===== src/rtl/mc_mips_core.sv =====
// mc_mips_core: multi-cycle MIPS subset core with one shared memory port.
// Supports lw, sw, R-type add/sub/and/or/slt, addi, beq and j; anything else halts.
// Optional macro INSTRET_CNT_EN adds a 32-bit retired-instruction counter port.
module mc_mips_core #(
    parameter int unsigned     XLEN     = 32,
    parameter logic [XLEN-1:0] RESET_PC = '0
) (
    input  logic            CLK,
    input  logic            rst,
    output logic            mem_req,
    output logic            mem_we,
    output logic [XLEN-1:0] mem_addr,
    output logic [XLEN-1:0] mem_wdata,
    input  logic [XLEN-1:0] mem_rdata,
    input  logic            mem_ready,
    output logic [XLEN-1:0] pc,
    output logic            instr_done,
    output logic            halted
`ifdef INSTRET_CNT_EN
    ,
    output logic [31:0]     instret
`endif
);

    localparam int unsigned NREG = 32;

    typedef enum logic [3:0] {
        BOOT, FETCH, DECODE, MEMADR, MEMRD, MEMWB, MEMWR,
        EXEC, ALUWB, ADDIEX, ADDIWB, BRANCH, JUMP, HALT
    } state_t;

    typedef enum logic [2:0] {ALU_ADD, ALU_SUB, ALU_AND, ALU_OR, ALU_SLT} alu_op_t;

    state_t          state_q, state_d;
    logic [XLEN-1:0] pc_q, pc_d;
    logic [31:0]     ir_q, ir_d;
    logic [XLEN-1:0] mdr_q, mdr_d;
    logic [XLEN-1:0] a_q, a_d;
    logic [XLEN-1:0] b_q, b_d;
    logic [XLEN-1:0] alu_out_q, alu_out_d;
    logic [XLEN-1:0] rf_q [NREG];

    logic            rf_we;
    logic [4:0]      rf_waddr;
    logic [XLEN-1:0] rf_wdata;

    logic [XLEN-1:0] alu_a, alu_b, alu_y;
    alu_op_t         alu_op;

    logic [5:0]      opcode, funct;
    logic [4:0]      rs, rt, rd;
    logic [XLEN-1:0] imm_ext;

    assign opcode  = ir_q[31:26];
    assign rs      = ir_q[25:21];
    assign rt      = ir_q[20:16];
    assign rd      = ir_q[15:11];
    assign funct   = ir_q[5:0];
    assign imm_ext = {{(XLEN-16){ir_q[15]}}, ir_q[15:0]};
    assign pc      = pc_q;

    // ALU operand/opcode selection by state: PC+4, branch target, address, execute, compare
    always_comb begin
        alu_a  = pc_q;
        alu_b  = XLEN'(4);
        alu_op = ALU_ADD;
        case (state_q)
            DECODE: alu_b = imm_ext << 2;
            MEMADR, ADDIEX: begin
                alu_a = a_q;
                alu_b = imm_ext;
            end
            EXEC: begin
                alu_a = a_q;
                alu_b = b_q;
                case (funct)
                    6'h22:   alu_op = ALU_SUB;
                    6'h24:   alu_op = ALU_AND;
                    6'h25:   alu_op = ALU_OR;
                    6'h2A:   alu_op = ALU_SLT;
                    default: alu_op = ALU_ADD;
                endcase
            end
            BRANCH: begin
                alu_a  = a_q;
                alu_b  = b_q;
                alu_op = ALU_SUB;
            end
            default: ;
        endcase
    end

    // Shared ALU; arithmetic wraps modulo 2^XLEN
    always_comb begin
        case (alu_op)
            ALU_SUB: alu_y = alu_a - alu_b;
            ALU_AND: alu_y = alu_a & alu_b;
            ALU_OR:  alu_y = alu_a | alu_b;
            ALU_SLT: alu_y = {{(XLEN-1){1'b0}}, ($signed(alu_a) < $signed(alu_b))};
            default: alu_y = alu_a + alu_b;
        endcase
    end

    // Controller: next state, datapath register updates and memory-port drive
    always_comb begin
        state_d    = state_q;
        pc_d       = pc_q;
        ir_d       = ir_q;
        mdr_d      = mdr_q;
        a_d        = a_q;
        b_d        = b_q;
        alu_out_d  = alu_out_q;
        rf_we      = 1'b0;
        rf_waddr   = rt;
        rf_wdata   = alu_out_q;
        mem_req    = 1'b0;
        mem_we     = 1'b0;
        mem_addr   = pc_q;
        mem_wdata  = b_q;
        instr_done = 1'b0;
        halted     = 1'b0;
        case (state_q)
            BOOT: state_d = FETCH;
            FETCH: begin
                mem_req = 1'b1;
                if (mem_ready) begin
                    ir_d    = mem_rdata[31:0];
                    pc_d    = alu_y;
                    state_d = DECODE;
                end
            end
            DECODE: begin
                a_d       = rf_q[rs];
                b_d       = rf_q[rt];
                alu_out_d = alu_y;
                case (opcode)
                    6'h23, 6'h2B: state_d = MEMADR;
                    6'h00:        state_d = EXEC;
                    6'h08:        state_d = ADDIEX;
                    6'h04:        state_d = BRANCH;
                    6'h02:        state_d = JUMP;
                    default:      state_d = HALT;
                endcase
            end
            MEMADR: begin
                alu_out_d = alu_y;
                state_d   = (opcode == 6'h2B) ? MEMWR : MEMRD;
            end
            MEMRD: begin
                mem_req  = 1'b1;
                mem_addr = alu_out_q;
                if (mem_ready) begin
                    mdr_d   = mem_rdata;
                    state_d = MEMWB;
                end
            end
            MEMWB: begin
                rf_we      = 1'b1;
                rf_wdata   = mdr_q;
                instr_done = 1'b1;
                state_d    = FETCH;
            end
            MEMWR: begin
                mem_req  = 1'b1;
                mem_we   = 1'b1;
                mem_addr = alu_out_q;
                if (mem_ready) begin
                    instr_done = 1'b1;
                    state_d    = FETCH;
                end
            end
            EXEC: begin
                case (funct)
                    6'h20, 6'h22, 6'h24, 6'h25, 6'h2A: begin
                        alu_out_d = alu_y;
                        state_d   = ALUWB;
                    end
                    default: state_d = HALT;
                endcase
            end
            ALUWB: begin
                rf_we      = 1'b1;
                rf_waddr   = rd;
                instr_done = 1'b1;
                state_d    = FETCH;
            end
            ADDIEX: begin
                alu_out_d = alu_y;
                state_d   = ADDIWB;
            end
            ADDIWB: begin
                rf_we      = 1'b1;
                instr_done = 1'b1;
                state_d    = FETCH;
            end
            BRANCH: begin
                if (alu_y == '0) pc_d = alu_out_q;
                instr_done = 1'b1;
                state_d    = FETCH;
            end
            JUMP: begin
                pc_d       = {pc_q[XLEN-1:28], ir_q[25:0], 2'b00};
                instr_done = 1'b1;
                state_d    = FETCH;
            end
            HALT: halted = 1'b1;
            default: state_d = HALT;
        endcase
    end

    // State and datapath registers
    always_ff @(posedge CLK or negedge rst) begin
        if (!rst) begin
            state_q   <= BOOT;
            pc_q      <= RESET_PC;
            ir_q      <= '0;
            mdr_q     <= '0;
            a_q       <= '0;
            b_q       <= '0;
            alu_out_q <= '0;
        end else begin
            state_q   <= state_d;
            pc_q      <= pc_d;
            ir_q      <= ir_d;
            mdr_q     <= mdr_d;
            a_q       <= a_d;
            b_q       <= b_d;
            alu_out_q <= alu_out_d;
        end
    end

    // Register file; r0 is never written so it always reads zero
    always_ff @(posedge CLK or negedge rst) begin
        if (!rst) begin
            for (int i = 0; i < NREG; i++) rf_q[i] <= '0;
        end else if (rf_we && (rf_waddr != 5'd0)) begin
            rf_q[rf_waddr] <= rf_wdata;
        end
    end

`ifdef INSTRET_CNT_EN
    logic [31:0] instret_q;

    // Retired-instruction counter, wraps at 2^32
    always_ff @(posedge CLK or negedge rst) begin
        if (!rst) instret_q <= '0;
        else if (instr_done) instret_q <= instret_q + 32'd1;
    end

    assign instret = instret_q;
`endif

endmodule


===== config.mk =====
export PLATFORM = sky130hd
export DESIGN_NAME = mc_mips_core
export DESIGN_NICKNAME = d
export VERILOG_FILES = /design/src/rtl/mc_mips_core.sv
export SDC_FILE = /design/constraint.sdc
export NUM_CORES = 2
export LEC_CHECK = 0
export CAP_MARGIN = 20
export CORE_MARGIN = 4
export CORE_UTILIZATION = 60
export DETAILED_ROUTE_END_ITERATION = 10
export DONT_BUFFER_PORTS = 1
export PLACE_DENSITY = 0.83
export SLEW_MARGIN = 20
export SYNTH_ARGS = -nofsm -noshare
export SYNTH_HDL_FRONTEND = slang
export SYNTH_SLANG_ARGS = --single-unit

===== constraint.sdc =====
create_clock -name CLK -period 10.4 [get_ports CLK]
set_input_delay 1.04 -clock CLK [delete_from_list [all_inputs] [get_ports CLK]]
set_output_delay 1.04 -clock CLK [all_outputs]
set_load 0.1 [all_outputs]

==> out/metrics.csv <==
stage;metric;value;unit
min_path;worstHoldPathType;in -> async;
critical_path;rrSetupSlack;2490;ps
yosys;synth_edf_count;0;
cts;numCtsBuffers;117;
yosys;synth.distinct_cells;84;
yosys;synth_seq_area_share;0.455;
yosys;synth_ff_type;dfrtp_1;
global_routing;grt_max_degree;1083;
yosys;synth_area_leaders;dfrtp_1 (46%), mux4_2 (22%), o21ai_0 (5.2%);
cts;post_cts_buffers;0;
critical_path;timing.rr.start;state_q[2];
drt;drc_errors;0;
drt;dr.pass1.iters;9;
critical_path;cp_slowest_cell;dfrtp_1;
die;fp.dieW;342;um
layout;final-seq-area;30600;um2
critical_path;critPathArrivalTime;8480;ps
die;coreArea;111000;um2
layout;multi_input_area;34300;um2
cts;clkLatencyLatePin;750;ps
global_routing;grt_pass1_wl;341000;um
yosys;synthesis.nets;6274;
cts;tritoncts;done;
job;cap_viol_max_count;0;
global_routing;grt_overflow;0;
critical_path;timing.rr.end;pc[7];
die;start_util;0.605;
cts;clk_pin_slew;70;ps
cts;numClockSinks;1220;
drt;num_vias;54600;
yosys;yosysMostFrequentCell;dfrtp_1;
timing;tightest_slew;1240;ps
placed_design;numPortBuffers;0;
die;die-area;117000;um2
timing;setup_tns;0;ps
timing;setup_ws;2490;ps
status;status;complete, no violations;
yosys;synth_commonest_cells;dfrtp_1 (1,220), nand2_1 (805), o21ai_0 (692);
drt;totalWireLength;230000;um
drt;detail_route.iter0.violations;8856;
yosys;syn-mean-instance-area;10.9;um2
global_routing;antenna_found_initial;12;
die;rows;122;
timing;slew_violations;0;
critical_path;critPathMaxStageDelay;870;ps
critical_path;crit_required;10980;ps
timing;rsz0062_at_grt;no;
die;die_h;342;um
power;vdd_drop_max;0.000251;V
critical_path;worstPathMaxFanout;42;
timing;finalSetupViolations;0;
cts;cts_resized;0;
layout;fin_area;72600;um2
cts;h-tree-depth;3;
drt;antenna_left;0;
layout;area_growth;8.36;%
critical_path;startpoint_type;flop;
yosys;synth_top_area_cell;dfrtp_1;
timing;clock_skew;40.6;ps
critical_path;crit_chain;xor2_1 -> nand2_1 -> o21ai_4 -> buf_4 -> mux2_2 -> ha_1 -> or4_1 -> or3_1 -> nor4_1 -> a211o_1 -> nor3_1 -> or3_1 -> a31oi_1 -> nand4_1 -> nor4_2 -> nand4_1 -> buf_4 -> nor4_1 -> a211oi_1;
global_routing;track_usage;0.391;
yosys;async_flop_share;1.00;
timing;min_period_over_period;0.760;
critical_path;path_class;reg -> reg;
drt;viasPerCell;7.38;
placed_design;placed_area;68200;um2
placed_design;dp_slack;2700;ps
layout;drive_above_1_share;0.206;
critical_path;reg2regPathDepth;19;
power;leakage;30.6;nW
yosys;ys_ff_latch;1220;
yosys;syn-instance-count;6141;
die;pin_count;135;
timing;hold-worst-slack;121;ps
cts;cts_root_buf;clkbuf_16;
layout;final_core_util;0.656;
timing;fmax;126;MHz
layout;nFillCells;7630;
yosys;yosys_warnings;0;
timing;finalHoldViolations;0;
critical_path;startpoint;state_q[2];
placed_design;gp_congestion;1.03;
yosys;syn_area;67000;um2
timing;maxSlewHeadroom;0.176;
global_routing;grt_pass1_vias;55000;
timing;period_needed;7910;ps
drt;wire_per_inst;31.0;um
critical_path;end_kind;flop;
placed_design;hpwl;134000;um
layout;nets;5946;
power;power.density;385;nW/um2
cts;postCtsHoldBufs;4;
yosys;synth_top_cell_area_share;0.455;
cts;clockBufferDepth;3;
-- how the worst max path moves through the flow --
stage | endpoint | slack, ps
final | pc[7] | 2490
after global routing | pc[5] | 2210
after CTS | pc[13] | 2670
after detailed placement | pc[13] | 2700
after global placement | pc[4] | 2810
after floorplan | pc[22] | 4770
-- power breakdown --
group          total (mW)  internal [mW]  switching (mW)
clock network        4.49           2.53            1.96
registers            8.96           6.57            2.39
logic                14.5           5.57            8.93
total                28.0           14.7            13.3
-- layout make-up --
class,instances,share of cell area
clock inverters,51,0.00777
multi-input cells,4213,0.473
clock buffers,166,0.0473
diodes,5,0.000172
flip-flops and latches,1220,0.421
well taps,1488,0.0256
inverters,101,0.00522
repair buffers,160,0.0207
-- state kept, by name, summed over array words and instances (netlist names) --
signal     count
a_q           32
alu_out_q     32
ir_q          32
mdr_q         32
mem_wdata     32
pc            32
rf_q        1024
state_q        4
-- cells in the final DEF (no fill, tap or decap), types with 11 or more instances in the layout --
cell type / n
dfrtp_1: 1210
nand2_1: 786
o21ai_0: 690
mux4_2: 640
nor2_1: 614
a21oi_1: 562
buf_4: 139
clkbuf_16: 119
mux2_2: 105
inv_1: 101
ha_1: 96
mux2i_1: 74
a211oi_1: 48
nor3_1: 28
clkbuf_8: 28
a21o_1: 27
nor4_1: 27
mux2i_2: 26
nand2b_1: 25
a22oi_1: 24
clkinv_2: 23
a31oi_1: 21
nand3_1: 19
clkbuf_1: 19
xnor2_1: 18
nand4_1: 18
o22ai_1: 17
nor2_4: 15
nor2b_1: 15
o21a_1: 15
a222oi_1: 13
a221o_1: 13
o211ai_1: 13
and2_1: 12
nand2_2: 12
a2111oi_0: 11
or3_1: 11
-- routing by layer --
metal | track usage | vias up | wire (um)
met5 | 0 | - | 80
met4 | 0.242 | 6 | 16800
met3 | 0.132 | 1200 | 34400
met2 | 0.575 | 4620 | 101000
met1 | 0.506 | 27100 | 77200
li1 | - | 21700 | -
-- per-stage QoR --
step / instances / power, mW
6_report: 7404 / 28.0
5_1_grt: 7402 / 29.1
4_1_cts: 7388 / 27.3
3_5_place_dp: 7167 / 22.7
3_3_place_gp: 7167 / 22.2
2_1_floorplan: 6141 / 18.6
-- cell families after synthesis --
kind of cell             after synthesis  share of synthesized area
AO/OA/AOI/OAI                       1586                      0.133
XOR/XNOR                              21                    0.00274
adder cells (fa/ha/maj)               98                     0.0185
buffers and inverters                708                     0.0401
flip-flops                          1220                      0.455
multiplexers                         847                      0.248
AND/OR/NAND/NOR                     1661                      0.102
-- critical path: cells and delay by family (launching register included) --
| family | cells | cell delay [ps] |
|---|---|---|
| multiplexers | 1 | 450 |
| adder cells (fa/ha/maj) | 1 | 490 |
| buffers and inverters | 2 | 1080 |
| AND/OR/NAND/NOR | 10 | 3580 |
| AO/OA/AOI/OAI | 4 | 890 |
| XOR/XNOR | 1 | 310 |
| flip-flops | 1 | 870 |
No activity file was read; power rests on OpenSTA's default activity.
